## src/rtl/prince_linear_pipe_pkg.sv

```systemverilog
// Shared definitions for the PRINCE linear layer: mode encodings and the
// ShiftRows nibble permutations used around M'.
package prince_pkg;

    localparam int STATE_W = 64;

    typedef enum logic [1:0] {
        MODE_MP   = 2'b00,
        MODE_M    = 2'b01,
        MODE_MINV = 2'b10
    } mode_e;

    // Nibble 0 is the most significant nibble; out nibble i takes in nibble 5i mod 16.
    function automatic logic [STATE_W-1:0] sr_fwd(input logic [STATE_W-1:0] x);
        logic [STATE_W-1:0] y;
        y = '0;
        for (int i = 0; i < 16; i++) begin
            y[63-4*i -: 4] = x[63-4*((5*i) % 16) -: 4];
        end
        return y;
    endfunction

    function automatic logic [STATE_W-1:0] sr_inv(input logic [STATE_W-1:0] x);
        logic [STATE_W-1:0] y;
        y = '0;
        for (int i = 0; i < 16; i++) begin
            y[63-4*i -: 4] = x[63-4*((13*i) % 16) -: 4];
        end
        return y;
    endfunction

endpackage

```

## src/rtl/prince_linear_pipe_if.sv

```systemverilog
// Input and output stream of the shared linear-layer pipeline.
interface prince_linear_pipe_if #(
    parameter int NSHARES = 3
);
    import prince_pkg::*;

    localparam int DATA_W = STATE_W * NSHARES;

    // Valid/ready: a beat moves when valid & ready are both high at a rising
    // edge; a source holding valid keeps its payload stable until that edge.
    logic              in_valid;
    logic              in_ready;
    logic [1:0]        in_mode;
    logic [DATA_W-1:0] in_data;
    logic              out_valid;
    logic              out_ready;
    logic [DATA_W-1:0] out_data;

    modport master (
        output in_valid, in_mode, in_data, out_ready,
        input  in_ready, out_valid, out_data
    );

    modport slave (
        input  in_valid, in_mode, in_data, out_ready,
        output in_ready, out_valid, out_data
    );

endinterface

```

## src/rtl/prince_linear_pipe_mprime_share.sv

```systemverilog
// Combinational PRINCE M' = diag(M0, M1, M1, M0) on one 64-bit share.
module prince_mprime_share
    import prince_pkg::*;
(
    input  logic [STATE_W-1:0] x_i,
    output logic [STATE_W-1:0] y_o
);

    // Each output bit is the XOR of the same bit position in three of the four
    // nibbles of its chunk: XOR all four, then cancel the excluded nibble E.
    for (genvar c = 0; c < 4; c++) begin : g_chunk
        localparam int OFF = (c == 1 || c == 2) ? 0 : 3;
        for (genvar n = 0; n < 4; n++) begin : g_nib
            for (genvar b = 0; b < 4; b++) begin : g_bit
                localparam int E = (b - n + OFF + 4) % 4;
                assign y_o[16*c + 4*n + b] = x_i[16*c + b]      ^ x_i[16*c + 4 + b]
                                           ^ x_i[16*c + 8 + b]  ^ x_i[16*c + 12 + b]
                                           ^ x_i[16*c + 4*E + b];
            end
        end
    end

endmodule

```

## src/rtl/prince_linear_pipe.sv

```systemverilog
// Elastic pipeline applying M', M or M^-1 independently to each Boolean share;
// the transform is resolved before stage 0 and later stages only delay.
module prince_linear_pipe
    import prince_pkg::*;
#(
    parameter int NSHARES = 3,
    parameter int PIPE    = 1
) (
    input logic                   clk,
    input logic                   rst_n,
    prince_linear_pipe_if.slave   pipe_if
);

    localparam int DATA_W = STATE_W * NSHARES;

    logic              is_m;
    logic              is_minv;
    logic [DATA_W-1:0] xform;

    assign is_m    = (pipe_if.in_mode == MODE_M);
    assign is_minv = (pipe_if.in_mode == MODE_MINV);

    // Reserved mode 2'b11 falls through to plain M'.
    for (genvar s = 0; s < NSHARES; s++) begin : g_share
        logic [STATE_W-1:0] sh_in;
        logic [STATE_W-1:0] pre_mp;
        logic [STATE_W-1:0] post_mp;

        assign sh_in  = pipe_if.in_data[STATE_W*s +: STATE_W];
        assign pre_mp = is_minv ? sr_inv(sh_in) : sh_in;

        prince_mprime_share u_mprime (
            .x_i (pre_mp),
            .y_o (post_mp)
        );

        assign xform[STATE_W*s +: STATE_W] = is_m ? sr_fwd(post_mp) : post_mp;
    end

    logic [PIPE-1:0]   v_q;
    logic [PIPE-1:0]   v_d;
    logic [PIPE-1:0]   v_in;
    logic [PIPE-1:0]   ld;
    logic [PIPE-1:0]   rdy;
    logic [DATA_W-1:0] data_q [PIPE];
    logic [DATA_W-1:0] data_d [PIPE];

    // A stage can take a beat if it is empty or its content moves on this edge.
    always_comb begin : ready_chain
        logic chain;
        rdy   = '0;
        chain = pipe_if.out_ready;
        for (int k = PIPE - 1; k >= 0; k--) begin
            chain  = !v_q[k] | chain;
            rdy[k] = chain;
        end
    end

    for (genvar k = 0; k < PIPE; k++) begin : g_stage
        if (k == 0) begin : g_head
            assign v_in[k]   = pipe_if.in_valid;
            assign data_d[k] = xform;
        end else begin : g_tail
            assign v_in[k]   = v_q[k-1];
            assign data_d[k] = data_q[k-1];
        end
        assign v_d[k] = rdy[k] ? v_in[k] : v_q[k];
        // Data only moves on a real transfer, never on a bare valid.
        assign ld[k]  = rdy[k] & v_in[k];
    end

    always_ff @(posedge clk or negedge rst_n) begin
        if (!rst_n) begin
            v_q <= '0;
            for (int k = 0; k < PIPE; k++) begin
                data_q[k] <= '0;
            end
        end else begin
            v_q <= v_d;
            for (int k = 0; k < PIPE; k++) begin
                if (ld[k]) begin
                    data_q[k] <= data_d[k];
                end
            end
        end
    end

    assign pipe_if.in_ready  = rdy[0];
    assign pipe_if.out_valid = v_q[PIPE-1];
    assign pipe_if.out_data  = data_q[PIPE-1];

endmodule

```

## src/flat_wrapper.sv

```systemverilog
// flat-port wrapper written by rule: the top's interface ports become plain ports
module prince_linear_pipe_flat import prince_pkg::*;
#(
    parameter int NSHARES = 3,
    parameter int PIPE    = 1
)
  (clk, rst_n, pipe_if_in_valid, pipe_if_in_mode, pipe_if_in_data, pipe_if_out_ready, pipe_if_in_ready, pipe_if_out_valid, pipe_if_out_data);
  prince_linear_pipe_if #(.NSHARES(NSHARES)) pipe_if_i ();
  input logic clk;
  input logic rst_n;
  input wire logic [$bits(pipe_if_i.in_valid)-1:0] pipe_if_in_valid;
  input wire logic [$bits(pipe_if_i.in_mode)-1:0] pipe_if_in_mode;
  input wire logic [$bits(pipe_if_i.in_data)-1:0] pipe_if_in_data;
  input wire logic [$bits(pipe_if_i.out_ready)-1:0] pipe_if_out_ready;
  output wire logic [$bits(pipe_if_i.in_ready)-1:0] pipe_if_in_ready;
  output wire logic [$bits(pipe_if_i.out_valid)-1:0] pipe_if_out_valid;
  output wire logic [$bits(pipe_if_i.out_data)-1:0] pipe_if_out_data;
  assign pipe_if_i.in_valid = pipe_if_in_valid;
  assign pipe_if_i.in_mode = pipe_if_in_mode;
  assign pipe_if_i.in_data = pipe_if_in_data;
  assign pipe_if_i.out_ready = pipe_if_out_ready;
  assign pipe_if_in_ready = pipe_if_i.in_ready;
  assign pipe_if_out_valid = pipe_if_i.out_valid;
  assign pipe_if_out_data = pipe_if_i.out_data;
  prince_linear_pipe #(.NSHARES(NSHARES), .PIPE(PIPE)) u_core (.clk(clk), .rst_n(rst_n), .pipe_if(pipe_if_i));
endmodule
```

## config.mk

```make
export PLATFORM = sky130hd
export DESIGN_NAME = prince_linear_pipe_flat
export DESIGN_NICKNAME = d
export VERILOG_FILES = /design/src/rtl/prince_linear_pipe_pkg.sv /design/src/rtl/prince_linear_pipe_if.sv /design/src/rtl/prince_linear_pipe_mprime_share.sv /design/src/rtl/prince_linear_pipe.sv /design/src/flat_wrapper.sv
export SDC_FILE = /design/constraint.sdc
export NUM_CORES = 1
export LEC_CHECK = 0
export ABC_AREA = 1
export BUFFER_PORTS_ARGS = -buffer_cell sky130_fd_sc_hd__buf_2
export CORE_ASPECT_RATIO = 0.5
export CORE_MARGIN = 2
export CORE_UTILIZATION = 40
export CTS_CLUSTER_DIAMETER = 120
export DETAILED_ROUTE_END_ITERATION = 6
export PLACE_DENSITY = 0.62
export REMOVE_ABC_BUFFERS = 1
export SETUP_SLACK_MARGIN = 0.15
export SLEW_MARGIN = 30
export SYNTH_ARGS = -nofsm -noshare
export SYNTH_HDL_FRONTEND = slang
export SYNTH_SLANG_ARGS = --single-unit
```

## constraint.sdc

```tcl
create_clock -name clk -period 4.5 [get_ports clk]
set_clock_uncertainty 0.1 [all_clocks]
set_input_delay 0 -clock clk [delete_from_list [all_inputs] [get_ports clk]]
set_output_delay 0 -clock clk [all_outputs]
set_load 0.03 [all_outputs]
```

==> impl_metrics.json <==
{
  "cts_root_buffer": "clkbuf_16",
  "first_pass_iters": 6,
  "rsz0062_at_grt": "no",
  "setup_viol": 0,
  "fp.dieH_um": 147,
  "power_switching_mw": 3.25,
  "cts_sinks": 193,
  "p_int_mw": 3.94,
  "post_cts_buffers": 0,
  "top_layer": "met4",
  "antenna_found_initial": 8,
  "dp_slack_ps": 1420,
  "fin_crit_sh": 0.871,
  "cellPowerDensity_nw_per_um2": 340,
  "nets": 3454,
  "stdcell_area_sq_um": 21200,
  "ant_nets": 0,
  "worst_r2r_path_depth": 7,
  "drt_wl_total_mm": 59.1,
  "vias": 19711,
  "first_iter_violations": 1719,
  "reg2reg_to": "u_core.pipe_if.out_data[111]$_DFFE_PN0P_",
  "start_kind": "input pin",
  "fp.coreArea_sq_um": 40500,
  "place_area_sq_um": 18700,
  "leakage_nw": 12.0,
  "pin_count": 392,
  "fill_cells": 4232,
  "reg2reg_setup_slack_ps": 1710,
  "path_max_fanout": 68,
  "drive_gt1_frac": 0.139,
  "via_per_inst": 5.16,
  "grt_use_total": 0.268,
  "fmax_mhz": 255,
  "met2_length_mm": 28.8,
  "yosysWarnings": 0,
  "synth.distinct_cells": 24,
  "htree_levels": 4,
  "cts_buffers": 17,
  "wl_per_cell_um": 15.5,
  "worstSetupStartpoint": "pipe_if_in_mode[1]",
  "end_kind": "flop",
  "grt_overflow": 0,
  "grt_max_degree": 152,
  "wl_met3_mm": 2.20,
  "grt_pass1_vias": 18337,
  "fin_ws_ps": 582,
  "cp-endpoint": "u_core.pipe_if.out_data[155]$_DFFE_PN0P_",
  "slew_viol_final": 0,
  "die_area_sq_um": 42900,
  "postSynthAreaPerCell_sq_um": 5.91,
  "pwr-share-comb": 0.466,
  "grt_pass1_wl_mm": 93.1,
  "die_x_um": 291,
  "clkPwrFrac": 0.216,
  "r2r-start": "u_core.pipe_if.out_valid$_DFFE_PN0N_",
  "tightestPinTransition_ps": 929,
  "areaGrowthSynthToFinish_pct": 28.6,
  "outcome": "completed",
  "cts_tree": "built",
  "ys_seq_area_frac": 0.293,
  "switching_share": 0.452,
  "crit_type": "in2reg",
  "port_buffers": 391,
  "hpwl_mm": 41.0,
  "drc": 0,
  "rows": 52,
  "peakVddDrop_mv": 0.292,
  "crit_required_ps": 4800,
  "synthCells": 2786,
  "ys_ff_latch": 193,
  "cap_violations": 0,
  "clock_path_buffers": 2,
  "wl_met1_mm": 25.8,
  "whs_path_depth": 7,
  "p_seq_frac": 0.317,
  "ctsResizeCount": 0,
  "synth_area_sq_um": 16500,
  "fin_crit_ps": 3920,
  "clkTransAtPathRegs_ps": 80,
  "hold_path.class": "in2reg",
  "clk_latency_ps": 460,
  "crit_arrival_ps": 4210,
  "min_from": "pipe_if_in_data[21]",
  "slew_headroom": 0.381,
  "place_congestion": 0.947,
  "final_core_util": 0.523,
  "hold_viol_final": 0,
  "start_util": 0.407
}
==> cells by family (layout without fill, tap and decap cells) <==
family | count (synthesis) | count (layout) | share of synthesized area
simple gates | 1930 | 1931 | 0.490
buf+inv | 368 | 850 | 0.0881
compound gates | 232 | 232 | 0.0768
flops | 193 | 193 | 0.293
xor+xnor | 63 | 63 | 0.0519
other cells | 0 | 8 | 0
==> registers in the layout, indices dropped and copies added (netlist names) <==
register and count:
u_core.pipe_if.out_valid 1, u_core.pipe_if.out_data 192
==> cell type report <==
| type | instances | area, sq um | share of cell area |
|---|---|---|---|
| Multi-Input combinational cell | 2226 | 10200 | 0.483 |
| Antenna cell | 8 | 20.0 | 0.000946 |
| Inverter | 232 | 881 | 0.0416 |
| Timing Repair Buffer | 586 | 3970 | 0.188 |
| Sequential cell | 193 | 4830 | 0.228 |
| Clock buffer | 19 | 443 | 0.0209 |
| Tap cell | 540 | 676 | 0.0319 |
| Clock inverter | 13 | 116 | 0.00550 |
==> per-layer routing <==
layer,vias to the layer above,GRT usage
met5,-,0
met1,9049,0.336
met3,145,0.0269
met4,0,0.114
met2,557,0.474
li1,9960,-
==> worst max-delay path, cell delays in order <==
cell and delay, ps:
buf_4 580, nand2_8 460, buf_4 450, o21ai_1 290, inv_1 90, nand3_1 100, nand3_1 110, nand2_1 100
nand2_1 70, dlygate4sd3_1 560, nand3_1 60, dlygate4sd3_1 560, nand3_1 60, dlygate4sd3_1 580, nand2_1 60
==> power by group through the flow <==
stage	registers, mW	clock network (mW)	logic [mW]
finish	2.28	1.56	3.36
global route	2.33	1.66	3.67
CTS	2.28	1.60	3.34
detailed placement	2.31	0	3.11
global placement	2.31	0	3.09
floorplan	3.02	0	1.41
==> cell usage after synthesis, drive strengths merged <==
cell / count / share of area
inv: 232 / 0.053
xnor2: 8 / 0.0043
o21ai: 160 / 0.050
or2: 4 / 0.0015
nor2: 60 / 0.014
nand2: 1240 / 0.28
o22a: 11 / 0.0059
buf: 59 / 0.018
dfrtp: 193 / 0.29
xor2: 33 / 0.018
nand3: 620 / 0.19
a21oi: 27 / 0.0082
xnor3: 22 / 0.030
clkbuf: 77 / 0.018
a31oi: 34 / 0.013
nand3b: 6 / 0.0027
==> placed cells by master (no fill, tap or decap), types with 5 or more instances in the layout <==
master         count
o22a_1            11
nand3b_1           6
a31oi_1           34
inv_6              5
a21oi_1           27
buf_2            389
dfrtp_1          193
o21ai_0          101
dlygate4sd3_1    178
nand3_1          620
o21ai_1           54
xnor3_1           22
nor2_1            58
diode_2            8
xnor2_1            8
nand2_1         1238
clkbuf_16         17
inv_1            227
buf_4             11
buf_12             6
xor2_1            33
o21ai_2            5
==> metrics by stage <==
| stage | hold slack (ps) | setup TNS [ps] | cells | power [mW] |
|---|---|---|---|---|
| 2_1_floorplan | -396 | -638970 | 2650 | 4.44 |
| 3_3_place_gp | -82.4 | 0 | 3596 | 5.40 |
| 3_5_place_dp | -81.9 | 0 | 3596 | 5.42 |
| 6_report | 24.9 | 0 | 3817 | 7.19 |
| 5_1_grt | 61.5 | 0 | 3817 | 7.66 |
| 4_1_cts | 0.473 | 0 | 3807 | 7.22 |
==> worst min path at each step <==
stage,slack [ps],to
2_1_floorplan,-400,u_core.pipe_if.out_data[0]$_DFFE_PN0P_
3_3_place_gp,-80,u_core.pipe_if.out_data[99]$_DFFE_PN0P_
3_5_place_dp,-80,u_core.pipe_if.out_data[99]$_DFFE_PN0P_
4_1_cts,0.5,u_core.pipe_if.out_data[188]$_DFFE_PN0P_
5_1_grt,60,u_core.pipe_if.out_data[167]$_DFFE_PN0P_
6_report,20,u_core.pipe_if.out_data[17]$_DFFE_PN0P_
==> timing repair <==
item / CTS / global route
endpoints found under the setup margin: 0 / 1
hold buffers: 179 / 0
hold endpoints to repair: 214 / 0
No activity file was read; power rests on OpenSTA's default activity.
